## src/rtl/intra_acc_pkg.sv

```systemverilog
// Shared constants, S1 partial-sum type and clip helpers for intra_filter_accum.
package intra_acc_pkg;

  localparam int PROD_W    = 16;
  localparam int PIX_W     = 8;
  localparam int ROW_LEN   = 32;
  localparam int SHIFT     = 6;
  localparam int SUM_W     = PROD_W + 3;
  localparam int ROUND_OFS = 1 << (SHIFT - 1);
  localparam int PIX_MAX   = (1 << PIX_W) - 1;
  localparam int COL_W     = $clog2(ROW_LEN);

  localparam logic signed [SUM_W-1:0] PIX_MAX_S = SUM_W'(PIX_MAX);

  typedef struct packed {
    logic signed [PROD_W:0] s01;
    logic signed [PROD_W:0] s23;
  } s1_pair_t;

  function automatic logic [PIX_W-1:0] clip_pix(input logic signed [SUM_W-1:0] t);
    logic signed [SUM_W-1:0] r;
    logic [PIX_W-1:0]        pix;
    r = t >>> SHIFT;
    if (r[SUM_W-1]) begin
      pix = {PIX_W{1'b0}};
    end else if (r > PIX_MAX_S) begin
      pix = {PIX_W{1'b1}};
    end else begin
      pix = r[PIX_W-1:0];
    end
    return pix;
  endfunction

  function automatic logic is_clipped(input logic signed [SUM_W-1:0] t);
    logic signed [SUM_W-1:0] r;
    r = t >>> SHIFT;
    return r[SUM_W-1] || (r > PIX_MAX_S);
  endfunction

endpackage

```

## src/rtl/intra_filter_accum_if.sv

```systemverilog
// Tap-product input and pixel output handshake bundle of intra_filter_accum.
interface intra_filter_accum_if;
  import intra_acc_pkg::*;

  logic                     in_valid;
  logic                     in_ready;
  logic signed [PROD_W-1:0] in_p0;
  logic signed [PROD_W-1:0] in_p1;
  logic signed [PROD_W-1:0] in_p2;
  logic signed [PROD_W-1:0] in_p3;
  logic                     out_valid;
  logic                     out_ready;
  logic [PIX_W-1:0]         out_pix;
  logic [COL_W-1:0]         out_col;
  logic                     out_last;

  modport slave (
    input  in_valid, in_p0, in_p1, in_p2, in_p3, out_ready,
    output in_ready, out_valid, out_pix, out_col, out_last
  );

  modport master (
    output in_valid, in_p0, in_p1, in_p2, in_p3, out_ready,
    input  in_ready, out_valid, out_pix, out_col, out_last
  );

endinterface

```

## src/rtl/intra_acc_stage.sv

```systemverilog
// Generic valid/ready pipeline register; loads when empty or when its consumer loads.
module intra_acc_stage #(
  parameter int W = 8
) (
  input  logic         clk,
  input  logic         rst_n,
  input  logic         in_valid,
  output logic         in_ready,
  input  logic [W-1:0] in_data,
  output logic         out_valid,
  input  logic         out_ready,
  output logic [W-1:0] out_data
);

  logic         valid_r;
  logic [W-1:0] data_r;
  logic         load_s;

  assign load_s    = !valid_r || out_ready;
  assign in_ready  = load_s;
  assign out_valid = valid_r;
  assign out_data  = data_r;

  // Data only moves on a real transfer, so it holds while stalled or bubbling.
  always_ff @(posedge clk or negedge rst_n) begin
    if (!rst_n) begin
      valid_r <= 1'b0;
      data_r  <= {W{1'b0}};
    end else if (load_s) begin
      valid_r <= in_valid;
      if (in_valid) begin
        data_r <= in_data;
      end
    end
  end

endmodule

```

## src/rtl/intra_filter_accum.sv

```systemverilog
// Sum/round/shift/clip of four tap products into a column-tagged 8-bit pixel.
// Optional clip statistics counter enabled by defining INTRA_ACC_SAT_STAT_EN.
module intra_filter_accum
  import intra_acc_pkg::*;
(
  input  logic                clk,
  input  logic                rst_n,
  intra_filter_accum_if.slave bus
`ifdef INTRA_ACC_SAT_STAT_EN
  ,
  output logic [15:0]         clip_cnt
`endif
);

`ifdef INTRA_ACC_SAT_STAT_EN
  localparam int S3_W = PIX_W + 1;
`else
  localparam int S3_W = PIX_W;
`endif

  s1_pair_t                s1_in_s;
  s1_pair_t                s1_out_s;
  logic signed [SUM_W-1:0] s2_in_s;
  logic signed [SUM_W-1:0] s2_out_s;
  logic [S3_W-1:0]         s3_in_s;
  logic [S3_W-1:0]         s3_out_s;
  logic                    s1_valid_s;
  logic                    s2_valid_s;
  logic                    s3_valid_s;
  logic                    s1_ready_s;
  logic                    s2_ready_s;
  logic                    s3_ready_s;
  logic                    out_hs_s;
  logic [COL_W-1:0]        col_r;

  // Stage datapath: pair sums, rounded total, clipped pixel (+flag).
  always_comb begin
    s1_in_s.s01 = {bus.in_p0[PROD_W-1], bus.in_p0} + {bus.in_p1[PROD_W-1], bus.in_p1};
    s1_in_s.s23 = {bus.in_p2[PROD_W-1], bus.in_p2} + {bus.in_p3[PROD_W-1], bus.in_p3};
    s2_in_s     = {{2{s1_out_s.s01[PROD_W]}}, s1_out_s.s01}
                + {{2{s1_out_s.s23[PROD_W]}}, s1_out_s.s23}
                + SUM_W'(ROUND_OFS);
`ifdef INTRA_ACC_SAT_STAT_EN
    s3_in_s     = {is_clipped(s2_out_s), clip_pix(s2_out_s)};
`else
    s3_in_s     = clip_pix(s2_out_s);
`endif
  end

  intra_acc_stage #(.W($bits(s1_pair_t))) u_s1 (
    .clk(clk), .rst_n(rst_n),
    .in_valid(bus.in_valid), .in_ready(s1_ready_s), .in_data(s1_in_s),
    .out_valid(s1_valid_s), .out_ready(s2_ready_s), .out_data(s1_out_s)
  );

  intra_acc_stage #(.W(SUM_W)) u_s2 (
    .clk(clk), .rst_n(rst_n),
    .in_valid(s1_valid_s), .in_ready(s2_ready_s), .in_data(s2_in_s),
    .out_valid(s2_valid_s), .out_ready(s3_ready_s), .out_data(s2_out_s)
  );

  intra_acc_stage #(.W(S3_W)) u_s3 (
    .clk(clk), .rst_n(rst_n),
    .in_valid(s2_valid_s), .in_ready(s3_ready_s), .in_data(s3_in_s),
    .out_valid(s3_valid_s), .out_ready(bus.out_ready), .out_data(s3_out_s)
  );

  assign out_hs_s      = s3_valid_s && bus.out_ready;
  assign bus.in_ready  = s1_ready_s;
  assign bus.out_valid = s3_valid_s;
  assign bus.out_pix   = s3_out_s[PIX_W-1:0];
  assign bus.out_col   = col_r;
  assign bus.out_last  = (col_r == COL_W'(ROW_LEN - 1));

  // Column position; ROW_LEN is a power of two so the wrap is natural overflow.
  always_ff @(posedge clk or negedge rst_n) begin
    if (!rst_n) begin
      col_r <= {COL_W{1'b0}};
    end else if (out_hs_s) begin
      col_r <= col_r + COL_W'(1);
    end
  end

`ifdef INTRA_ACC_SAT_STAT_EN
  logic [15:0] clip_cnt_r;

  // Saturating count of clipped pixels actually delivered downstream.
  always_ff @(posedge clk or negedge rst_n) begin
    if (!rst_n) begin
      clip_cnt_r <= 16'h0000;
    end else if (out_hs_s && s3_out_s[PIX_W] && (clip_cnt_r != 16'hFFFF)) begin
      clip_cnt_r <= clip_cnt_r + 16'h0001;
    end
  end

  assign clip_cnt = clip_cnt_r;
`endif

endmodule

```

## src/flat_wrapper.sv

```systemverilog
// flat-port wrapper written by rule: the top's interface ports become plain ports
module intra_filter_accum_flat import intra_acc_pkg::*;
  (clk, rst_n, bus_in_valid, bus_in_p0, bus_in_p1, bus_in_p2, bus_in_p3, bus_out_ready, bus_in_ready, bus_out_valid, bus_out_pix, bus_out_col, bus_out_last);
  intra_filter_accum_if bus_i ();
  input  logic clk;
  input  logic rst_n;
  input wire logic [$bits(bus_i.in_valid)-1:0] bus_in_valid;
  input wire logic [$bits(bus_i.in_p0)-1:0] bus_in_p0;
  input wire logic [$bits(bus_i.in_p1)-1:0] bus_in_p1;
  input wire logic [$bits(bus_i.in_p2)-1:0] bus_in_p2;
  input wire logic [$bits(bus_i.in_p3)-1:0] bus_in_p3;
  input wire logic [$bits(bus_i.out_ready)-1:0] bus_out_ready;
  output wire logic [$bits(bus_i.in_ready)-1:0] bus_in_ready;
  output wire logic [$bits(bus_i.out_valid)-1:0] bus_out_valid;
  output wire logic [$bits(bus_i.out_pix)-1:0] bus_out_pix;
  output wire logic [$bits(bus_i.out_col)-1:0] bus_out_col;
  output wire logic [$bits(bus_i.out_last)-1:0] bus_out_last;
  assign bus_i.in_valid = bus_in_valid;
  assign bus_i.in_p0 = bus_in_p0;
  assign bus_i.in_p1 = bus_in_p1;
  assign bus_i.in_p2 = bus_in_p2;
  assign bus_i.in_p3 = bus_in_p3;
  assign bus_i.out_ready = bus_out_ready;
  assign bus_in_ready = bus_i.in_ready;
  assign bus_out_valid = bus_i.out_valid;
  assign bus_out_pix = bus_i.out_pix;
  assign bus_out_col = bus_i.out_col;
  assign bus_out_last = bus_i.out_last;
  intra_filter_accum u_core (.clk(clk), .rst_n(rst_n), .bus(bus_i));
endmodule
```

## config.mk

```make
export PLATFORM = sky130hd
export DESIGN_NAME = intra_filter_accum_flat
export DESIGN_NICKNAME = d
export VERILOG_FILES = /design/src/rtl/intra_acc_pkg.sv /design/src/rtl/intra_filter_accum_if.sv /design/src/rtl/intra_acc_stage.sv /design/src/rtl/intra_filter_accum.sv /design/src/flat_wrapper.sv
export SDC_FILE = /design/constraint.sdc
export NUM_CORES = 1
export LEC_CHECK = 0
export CORE_AREA = 2 2 100 102
export CTS_CLUSTER_DIAMETER = 120
export CTS_CLUSTER_SIZE = 24
export DETAILED_ROUTE_END_ITERATION = 6
export DIE_AREA = 0 0 102 104
export DONT_BUFFER_PORTS = 1
export GPL_TIMING_DRIVEN = 0
export PLACE_DENSITY = 0.74
export REMOVE_ABC_BUFFERS = 1
export SLEW_MARGIN = 40
export SYNTH_ARGS = -nofsm -noshare
export SYNTH_HDL_FRONTEND = slang
export SYNTH_HIERARCHICAL = 1
export SYNTH_SLANG_ARGS = --single-unit
```

## constraint.sdc

```tcl
create_clock -name clk -period 3.4 [get_ports clk]
set_input_delay 0.17 -clock clk [delete_from_list [all_inputs] [get_ports clk]]
set_output_delay 0.17 -clock clk [all_outputs]
set_load 0.01 [all_outputs]
```

=== Word level (Yosys, flattened, before mapping) ===
Cells that the tools add are included.

* Register bits: 69
* Output and inout bits: 16

* Add/sub/neg operators: 5
* Order comparisons: 1
* Eq/ne operators: 1
* Muxes and demuxes: 2
* Reductions and logical operators: 10

{| class="wikitable"
|+ Operators with widths
! operator !! number
|-
| $add A16 B16 Y17 || 2
|-
| $add A19 B6 Y19 const B || 1
|-
| $add A17 B17 Y18 || 1
|-
| $mux W8 || 2
|-
| $gt A13 B9 Y1 const B || 1
|-
| $reduce_and A2 Y1 || 3
|-
| $add A5 B1 Y5 const B || 1
|-
| $eq A5 B5 Y1 const B || 1
|-
| $logic_not A1 Y1 || 3
|-
| $logic_or A1 B1 Y1 || 3
|-
| $logic_and A1 B1 Y1 || 1
|}

=== Logic depth before layout (Yosys ltp) ===
* Word-level depth: 5
* Gate-level depth with buffers: 11
* Mapped depth without buffers: 11

=== Modules after synthesis ===
The synthesis kept the hierarchy.

{| class="wikitable"
|+ By module, submodules not included
! module !! instances !! cells each !! area an instance (um2)
|-
| intra_filter_accum || 1 || 377 || 2,945.3
|-
| intra_acc_stage (u_core.u_s1) || 1 || 75 || 1,463.9
|-
| intra_acc_stage (u_core.u_s2) || 1 || 43 || 794.5
|-
| intra_acc_stage (u_core.u_s3) || 1 || 20 || 385.4
|}

=== Worst setup path before layout ===
OpenSTA, ideal clock, no wires.

* Kind: register -> register
* From: reg u_core.u_s1.data_r[1], in the netlist u_core/u_s1/out_data[1]
* To: reg u_core.u_s2.data_r[13], in the netlist u_core/u_s2/out_data[13]
* Arrival: 2.356 ns
* Data required time: 3.275 ns
* Slack: 0.918 ns
* Stages on the path, launching flop included: 12
* Cell sequence: dfrtp_1 > ha_1 > ha_1 > inv_1 > fa_1 > nor2b_1 > o21a_1 > o21ai_2 > a211oi_4 > mux2i_1 > a2111oi_2 > mux2_4

* Word-level cells in the longest chain between the ends: 2

{| class="wikitable"
|+ RTL lines
! element !! line !! source
|-
| start: declaration || intra_acc_stage.sv:16 || <nowiki>logic [W-1:0] data_r;</nowiki>
|-
| start signal: assignment || intra_acc_stage.sv:28 || <nowiki>data_r <= {W{1'b0}};</nowiki>
|-
| start signal: assignment || intra_acc_stage.sv:32 || <nowiki>data_r <= in_data;</nowiki>
|-
| $add A17 B17 Y18 || intra_filter_accum.sv:41 || <nowiki>+ {{2{s1_out_s.s23[PROD_W]}}, s1_out_s.s23}</nowiki>
|-
| $add A19 B6 Y19 || intra_filter_accum.sv:42 || <nowiki>+ SUM_W'(ROUND_OFS);</nowiki>
|-
| named net u_core.s2_in_s[13] || intra_filter_accum.sv:23 || <nowiki>logic signed [SUM_W-1:0] s2_in_s;</nowiki>
|-
| end signal: assignment || intra_acc_stage.sv:28 ||
|-
| end signal: assignment || intra_acc_stage.sv:32 ||
|-
| end: declaration || intra_acc_stage.sv:16 ||
|}

The timed path passes the listed nets, and every way through them passes these cells.
A chain may end at the register's enable or synchronous reset.

=== Worst setup path after layout ===
* From: reg u_core.u_s1.data_r[11], in the netlist u_core/u_s1/out_data[11]
* To: reg u_core.u_s2.data_r[14], in the netlist u_core/u_s2/out_data[14]

Same word-level chain as after synthesis.

==> impl_metrics.tcl <==
set metrics [dict create \
    status "finished clean" \
    met2_usage_pct 34.3 \
    regArea_um2 1580 \
    multi_input_area_um2 3540 \
    dr.pass1.iters 4 \
    busiest_layer "met2" \
    num_rows 36 \
    num_io_pins 84 \
    p_seq_share_pct 28.5 \
    r2r-end "u_core/u_s2/out_data[14]" \
    hp-class "primary input to flip-flop" \
    coreArea_um2 9550 \
    rr_startpoint "u_core/u_s1/out_data[11]" \
    final_util_pct 59.3 \
    final_max_slew_viol_count 0 \
    root_buffer "clkbuf_8" \
    worstPathArrival_ns 3.14 \
    wl_per_cell_um 15.9 \
    setup.worst_path.start_class "flip-flop" \
    grt_util_met3_pct 4.23 \
    end_kind "flip-flop" \
    vdd_drop_max_v 0.000290 \
    tritoncts "done" \
    io_buffers 0 \
    syn_inst 497 \
    drtAntennaViolNets 0 \
    clk_pin_slew_ns 0.08 \
    routed_wirelength_mm 10.1 \
    fin_skew_ns 0.0129 \
    route.detailed.drc 0 \
    crit_end "u_core/u_s2/out_data[14]" \
    gp_congestion 0.881 \
    drive_above_1_share_pct 21.3 \
    chipHeight_um 104 \
    path_class "flip-flop to flip-flop" \
    synth_area_per_cell_um2 10.7 \
    fillCellCount 824 \
    cts_made_buffers 9 \
    antenna_found_initial 0 \
    synth_warnings 6 \
    drt_iter0_drc 81 \
    numClockSinks 63 \
    cp_max_fo 9 \
    antenna_cells 0 \
    internal-power_mw 2.72 \
    clock_latency_ns 0.35 \
    worstMarginPinSlew_ns 0.728 \
    vias_per_cell 5.77 \
    grt_usage_pct 19.9 \
    reg2reg_slack_ns 0.49 \
    reg2reg_depth 9 \
    setup_tns_ns 0 \
    power.total_mw 4.52 \
    dieArea_um2 10600 \
    die_width_um 102 \
    vias 3662 \
    syn_to_final_growth_pct 6.27 \
    cts_resized 0 \
    grtUsageMet1_pct 23.8 \
    min_period_over_period_pct 85.6 \
    finalHoldViolations 0 \
    leakagePower_nw 2.65 \
    nNetsFinal 636 \
    crit_start "u_core/u_s1/out_data[11]" \
    place_inst 615 \
    cap_violations 0 \
    required_ns 3.63 \
    p_sw_mw 1.80 \
    p_per_area_nw_per_um2 799 \
    max_slew_margin_pct 50.9 \
    finalNonFillerCells 635 \
    grt-ovfl-total 0 \
    combPwrFrac_pct 55.3 \
    swShare_pct 39.8 \
    dpl_worst_slack_ns 0.592 \
    clockPowerShare_pct 16.3 \
    grt_max_degree 64 \
    htreeDepth 3 \
    rsz0062_at_grt "no" \
    grt_pass1_vias 3775 \
    clock_path_buffers 2 \
    start_util_pct 55.8 \
    worst_slack_ns 0.489 \
    grt_pass1_wl_mm 17.0 \
    setup_violations 0 \
    dp_hpwl_mm 8.16 \
    period_needed_ns 2.91 \
    fmax_mhz 344 \
    synth_area_um2 5330 \
]
-- power groups by stage --
stage                     combinational, mW  sequential (mW)  clock [mW]
after global routing                   2.79             1.34       0.789
after detailed placement               2.46             1.30           0
after CTS                              2.51             1.29       0.752
final                                  2.50             1.29       0.735
after global placement                 2.39             1.29           0
after floorplan                        2.07             1.23           0
-- repair_timing --
action / 4_1_cts / 5_1_grt
endpoints found under the setup margin: 0 / 0
hold buffers: 4 / 0
setup buffers: 0 / 0
endpoints found under the hold margin: 65 / 0
-- critical path, stage by stage, from the launching register on --
cell,delay (ns)
dfrtp_1,0.39
ha_1,0.30
ha_1,0.43
a21oi_1,0.27
nand2b_1,0.08
a2111oi_0,0.64
o31ai_1,0.12
a21oi_1,0.20
xnor2_1,0.09
mux2_4,0.27
-- cell type report --
class	instances	area share, %
multi-input cells	396	62.6
flip-flops and latches	63	27.9
well taps	133	2.94
clock buffers	10	2.43
clock inverters	6	1.66
inverters	23	1.53
repair buffers	4	1.02
-- stage by stage --
step	hold WS (ns)	cell area, um2
global route	0.0395	5660
global placement	-0.124	5370
floorplan	-0.126	5200
detailed placement	-0.124	5370
CTS	0.0431	5660
finish	0.0494	5660
-- registers in the layout, summed over array words and instances (netlist names) --
signal,count
u_core/u_s3/out_data,8
u_core/bus.out_col,5
u_core/u_s2/out_valid,1
u_core/u_s2/out_data,13
u_core/u_s3/out_valid,1
u_core/u_s1/out_data,34
u_core/u_s1/out_valid,1
-- routing by layer --
metal  wire [um]  up-vias
met2        5030       93
met3         479       19
met1        4320     1735
met5           0        -
li1            -     1815
met4         264        0
-- worst min-delay path by stage --
stage	startpoint	cells past startpoint	end
6_report	bus_out_ready	2	u_core/u_s3/out_valid
3_5_place_dp	rst_n	0	u_core/bus.out_col[2]
2_1_floorplan	rst_n	0	u_core/bus.out_col[0]
5_1_grt	bus_out_ready	2	u_core/u_s3/out_valid
3_3_place_gp	rst_n	0	u_core/bus.out_col[3]
4_1_cts	bus_out_ready	2	u_core/u_s3/out_valid
-- placed cells by master, fill, tap and decap left out, types with 16 or more instances in the layout --
master	n
a21oi_1	42
dfrtp_1	63
inv_1	23
nand2_1	21
mux2_4	47
ha_1	68
xnor2_1	23
nor2_1	31
a21o_1	16
o21ai_0	18
(Power assumes the default switching activity.)
